--- src/rtl/hs_dpath_pkt_pkg.sv ---
// Shared types and lane arithmetic for the stream packetizer.
// Lane masks are built at a fixed maximum width and narrowed by the user.
package hs_dpath_pkt_pkg;

   localparam int unsigned MAX_STROBE = 64;

   typedef enum logic {
      PKT_IDLE,
      PKT_STREAM
   } pkt_state_e;

   // Low `tail` lanes enabled; a zero tail means the beat is full.
   function automatic logic [MAX_STROBE-1:0] tail_strobe(input int unsigned tail,
                                                         input int unsigned width);
      logic [MAX_STROBE-1:0] mask;
      int unsigned           n;
      n    = (tail == 0) ? width : tail;
      mask = '0;
      for (int unsigned i = 0; i < MAX_STROBE; i++) begin
         mask[6'(i)] = (i < n);
      end
      return mask;
   endfunction

   // Beats needed for `len` lanes; the sum is carried wider than the length field.
   function automatic int unsigned beats_of(input int unsigned len,
                                            input int unsigned width);
      return (len + width - 1) >> $clog2(width);
   endfunction

endpackage

--- src/rtl/hs_dpath_stream_packetizer.sv ---
// Transmit-side framer: one length command plus an unframed word stream in,
// a framed packet with out_last and a trailing-lane strobe out.
module hs_dpath_stream_packetizer
   import hs_dpath_pkt_pkg::*;
#(
   parameter type         DATA_TYPE    = logic [31:0],
   parameter int unsigned STROBE_UNIT  = 8,
   parameter int unsigned LEN_WIDTH    = 16,
   localparam int unsigned STROBE_WIDTH = $bits(DATA_TYPE) / STROBE_UNIT
) (
   input  logic                    clk,
   input  logic                    aresetn,
   input  logic [LEN_WIDTH-1:0]    cmd_len,
   input  logic                    cmd_valid,
   output logic                    cmd_ready,
   input  DATA_TYPE                in_data,
   input  logic                    in_valid,
   output logic                    in_ready,
   output DATA_TYPE                out_data,
   output logic                    out_valid,
   output logic                    out_last,
   input  logic                    out_ready,
   output logic [STROBE_WIDTH-1:0] out_strobe,
   output logic                    busy
);

   localparam int unsigned TAIL_W = (STROBE_WIDTH > 1) ? $clog2(STROBE_WIDTH) : 1;

   if ((STROBE_WIDTH < 1) || ((STROBE_WIDTH & (STROBE_WIDTH - 1)) != 0) ||
       (STROBE_WIDTH > MAX_STROBE)) begin : g_bad_strobe
      $fatal(1, "hs_dpath_stream_packetizer: STROBE_WIDTH must be a power of two in 1..64");
   end

   pkt_state_e             state;
   logic [LEN_WIDTH-1:0]   remaining;
   logic [TAIL_W-1:0]      tail;

   logic                   cmd_hs;
   logic                   in_hs;
   logic                   out_hs;
   logic                   final_beat;
   logic [LEN_WIDTH-1:0]   cmd_beats;
   logic [TAIL_W-1:0]      cmd_tail;
   logic [STROBE_WIDTH-1:0] last_strobe;

   assign cmd_hs      = cmd_valid && cmd_ready && (state == PKT_IDLE);
   assign in_ready    = (state == PKT_STREAM) && (out_ready || !out_valid);
   assign in_hs       = in_valid && in_ready;
   assign out_hs      = out_valid && out_ready;
   assign final_beat  = (remaining == LEN_WIDTH'(1));
   assign cmd_beats   = LEN_WIDTH'(beats_of(32'(cmd_len), STROBE_WIDTH));
   assign cmd_tail    = TAIL_W'(cmd_len & LEN_WIDTH'(STROBE_WIDTH - 1));
   assign last_strobe = STROBE_WIDTH'(tail_strobe(32'(tail), STROBE_WIDTH));
   assign busy        = (state == PKT_STREAM) || out_valid;

   // Command/stream sequencing and the output register control fields.
   always_ff @(posedge clk or negedge aresetn) begin
      if (!aresetn) begin
         state      <= PKT_IDLE;
         cmd_ready  <= 1'b0;
         remaining  <= '0;
         tail       <= '0;
         out_valid  <= 1'b0;
         out_last   <= 1'b0;
         out_strobe <= '0;
      end else begin
         case (state)
            PKT_IDLE: begin
               if (cmd_hs) begin
                  cmd_ready <= 1'b0;
                  remaining <= cmd_beats;
                  tail      <= cmd_tail;
                  // A zero-length command leaves a one-cycle gap on cmd_ready.
                  if (cmd_len != '0) begin
                     state <= PKT_STREAM;
                  end
               end else begin
                  cmd_ready <= 1'b1;
               end
            end
            PKT_STREAM: begin
               if (in_hs) begin
                  remaining <= remaining - LEN_WIDTH'(1);
                  if (final_beat) begin
                     state     <= PKT_IDLE;
                     cmd_ready <= 1'b1;
                  end
               end
            end
            default: begin
               state <= PKT_IDLE;
            end
         endcase

         if (in_hs) begin
            out_valid  <= 1'b1;
            out_last   <= final_beat;
            out_strobe <= final_beat ? last_strobe : '1;
         end else if (out_hs) begin
            out_valid  <= 1'b0;
         end
      end
   end

   // Payload is qualified by out_valid, so it needs no reset.
   always_ff @(posedge clk) begin
      if (in_hs) begin
         out_data <= in_data;
      end
   end

endmodule

--- config.mk ---
export PLATFORM = sky130hd
export DESIGN_NAME = hs_dpath_stream_packetizer
export DESIGN_NICKNAME = d
export VERILOG_FILES = /design/src/rtl/hs_dpath_pkt_pkg.sv /design/src/rtl/hs_dpath_stream_packetizer.sv
export SDC_FILE = /design/constraint.sdc
export NUM_CORES = 1
export LEC_CHECK = 0
export ABC_AREA = 1
export BUFFER_PORTS_ARGS = -buffer_cell sky130_fd_sc_hd__buf_4
export CAP_MARGIN = 20
export CORE_MARGIN = 3
export CORE_UTILIZATION = 35
export DETAILED_ROUTE_END_ITERATION = 7
export PLACE_DENSITY_LB_ADDON = 0.3
export SETUP_SLACK_MARGIN = 0.5
export SYNTH_ARGS = -nofsm -noshare
export SYNTH_HDL_FRONTEND = slang
export SYNTH_SLANG_ARGS = --single-unit
--- constraint.sdc ---
create_clock -name clk -period 3.2 [get_ports clk]
set_input_delay 0.16 -clock clk [delete_from_list [all_inputs] [get_ports clk]]
set_output_delay 0.16 -clock clk [all_outputs]
set_load 0.1 [all_outputs]
==> flow_summary.json <==
{
  "ant_nets": 0,
  "tightest_slew_ns": 0.605,
  "synth-xor-area-share_pct": 0.294,
  "synth_enable_flop_cells": 32,
  "ctsResizeCount": 0,
  "tritoncts": "built",
  "synth_top_family_by_area": "simple AND/OR/NAND/NOR gates",
  "fin_hold_ws_ns": 0.123,
  "synth.top_cells.by_area": "edfxtp_1 32%, dfrtp_1 22%, nand2_1 15%",
  "io_pins": 94,
  "die_w_um": 98.3,
  "synth_top_flop_cell": "edfxtp_1",
  "ir_worst_vdd_uv": 330,
  "vias": 2827,
  "synth.area.mux_share_pct": 0,
  "drtIter0Drc": 99,
  "criticalPathCategory": "reg2out",
  "synthSimpleGateAreaFrac_pct": 31.3,
  "wirelength_um": 7710,
  "grt_pass1_vias": 2753,
  "routedWlPerCell_um": 12.8,
  "final_cell_mix": "120 x nand2_1, 94 x buf_4, 38 x inv_1, 38 x nor2_1",
  "grt_start_max_net_pins": 37,
  "maxCapViolCount": 0,
  "antenna_found_initial": 0,
  "nets": 551,
  "via_per_inst": 4.68,
  "fin_crit_sh_pct": 65.1,
  "port_buffers": 93,
  "fmax_mhz": 480,
  "min_period_ns": 2.08,
  "grt_pass1_wl_um": 12900,
  "crit_buf_inv": 2,
  "drc": 0,
  "syn_avg_cell_area_um2": 8.23,
  "crit_slowest_cell": "dfrtp_1",
  "async_flop_share_pct": 44.8,
  "crit_family": "flip-flops",
  "path_clk_slew_ns": 0.08,
  "fillerInstances": 772,
  "synth-compound-area-share_pct": 6.34,
  "status": "finished clean",
  "finalSetupTns_ns": 0,
  "cts-hold-fix-buffers": 33,
  "critPathRequiredTime_ns": 3.04,
  "power_leakage_nw": 2.03,
  "cts-root-buf": "clkbuf_8",
  "rows": 33,
  "cts_buffers": 9,
  "hold_class": "in2reg",
  "end_kind": "primary output",
  "clk-insertion-delay-late_ns": 0.34,
  "synthesis.area_um2": 2980,
  "clock-skew-final_ns": 0.0135,
  "synth_top_area_share_pct": 32.3,
  "die-area_um2": 9660,
  "ys_seq_area_share_pct": 54.1,
  "critPathMaxFanout": 22,
  "cts_setup_buffers": 0,
  "synth-seq-cells": 58,
  "dp.final_hpwl_um": 5550,
  "clock-sinks": 58,
  "rsz0062_at_grt": "no",
  "antenna_cells": 0,
  "htree_levels": 3,
  "drive_above_1_share_pct": 25.3,
  "area_growth_pct": 44.9,
  "p_per_area_nw_per_um2": 761,
  "hold_viol": 0,
  "die_y_um": 98.3,
  "core_area_um2": 8260,
  "critical_path_arrival_ns": 1.92,
  "firstDrtPassIters": 4,
  "synth_top_cell_by_area": "edfxtp_1",
  "initial_core_util_pct": 36.1,
  "globalplace.congestion": 0.892,
  "final_common_cell": "nand2_1",
  "track_usage_pct": 16.6,
  "clockBufferDepth": 2,
  "max_stage_delay_ns": 0.73,
  "start_kind": "register",
  "ys_types": 28,
  "yosys_warnings": 0,
  "syn_nets": 419,
  "path_cells": "inv_2, a21oi_1, buf_4",
  "maxSlewViolCount": 0,
  "maxSlewHeadroom_pct": 59.7,
  "setup_viol": 0,
  "synthCells": 362,
  "synth_fa_ha_area_share_pct": 1.68,
  "grt_overflow_total": 0
}
-- layer usage --
metal  track usage (%)  wire length (um)  vias up
li1                  -                 -     1435
met1              21.0              3360     1272
met2              27.4              3640      113
met3              4.57               612        7
met4              5.67                90        0
met5                 0                 0        -
-- cells in the mapped netlist (4+ instances only) --
| cell | number |
|---|---|
| ha_1 | 4 |
| o21ai_1 | 7 |
| inv_1 | 38 |
| a21oi_1 | 8 |
| nor2_2 | 4 |
| nand3_1 | 33 |
| nand4_1 | 4 |
| dfrtp_1 | 26 |
| edfxtp_1 | 32 |
| nor2_1 | 38 |
| nand2_1 | 120 |
| o21ai_0 | 20 |
-- power breakdown --
part	total [W]	internal [W]	switching (W)	leakage [nW]
clock	0.000667	0.000364	0.000303	0.0998
sequential	0.00114	0.000986	0.000152	0.618
combinational	0.00148	0.000399	0.00108	1.31
-- stage by stage --
| step | cell area [um^2] | setup slack, ns | utilization (%) | cells | total power (W) |
|---|---|---|---|---|---|
| global placement | 3780 | 1.20 | 45.8 | 555 | 0.00258 |
| global route | 4320 | 0.801 | 52.3 | 604 | 0.00352 |
| detailed placement | 3780 | 1.15 | 45.8 | 555 | 0.00259 |
| finish | 4320 | 1.12 | 52.3 | 604 | 0.00328 |
| CTS | 4320 | 1.11 | 52.3 | 604 | 0.00331 |
| floorplan | 2980 | 0.654 | - | 362 | 0.00225 |
-- final cells by class --
class                      count  area [um^2]  area share, %
clock buffer                   9          124           2.87
clock inverter                 7         77.6           1.80
inverter                      41          154           3.57
multi-input combinational    257         1180           27.4
sequential                    58         1610           37.3
tap                          105          131           3.04
timing repair buffer         127         1040           24.0
-- tightest hold or removal path: stages --
cell     delay (ns)
buf_4          0.11
inv_1          0.06
o21ai_0        0.08
-- state kept, by name, indices dropped and copies added, names as in the netlist --
| register | cells |
|---|---|
| cmd_ready | 1 |
| out_data | 32 |
| out_last | 1 |
| out_strobe | 4 |
| out_valid | 1 |
| remaining | 16 |
| state | 1 |
| tail | 2 |
-- final timing paths --
check | start | to | slack (ns) | depth (start not counted)
min in group asynchronous | aresetn | out_strobe[3] | 0.28 | 2
max in group asynchronous | aresetn | remaining[10] | 2.65 | 2
worst max-delay path | state | in_ready | 1.12 | 3
worst min-delay path | cmd_len[0] | tail[0] | 0.12 | 3
worst max register to register | state | remaining[9] | 1.13 | 6
worst min register to register | out_strobe[2] | out_strobe[2] | 0.49 | 2
-- kinds of logic (layout without fill, tap and decap cells) --
kind of cell / Yosys count / count (layout)
AOI/OAI and AO/OA: 37 / 37
adders and majority gates: 4 / 4
DFF: 58 / 58
and+or+nand+nor: 215 / 215
buffers and inverters: 47 / 184
xor gates and xnor gates: 1 / 1
No activity file was read; power rests on OpenSTA's default activity.
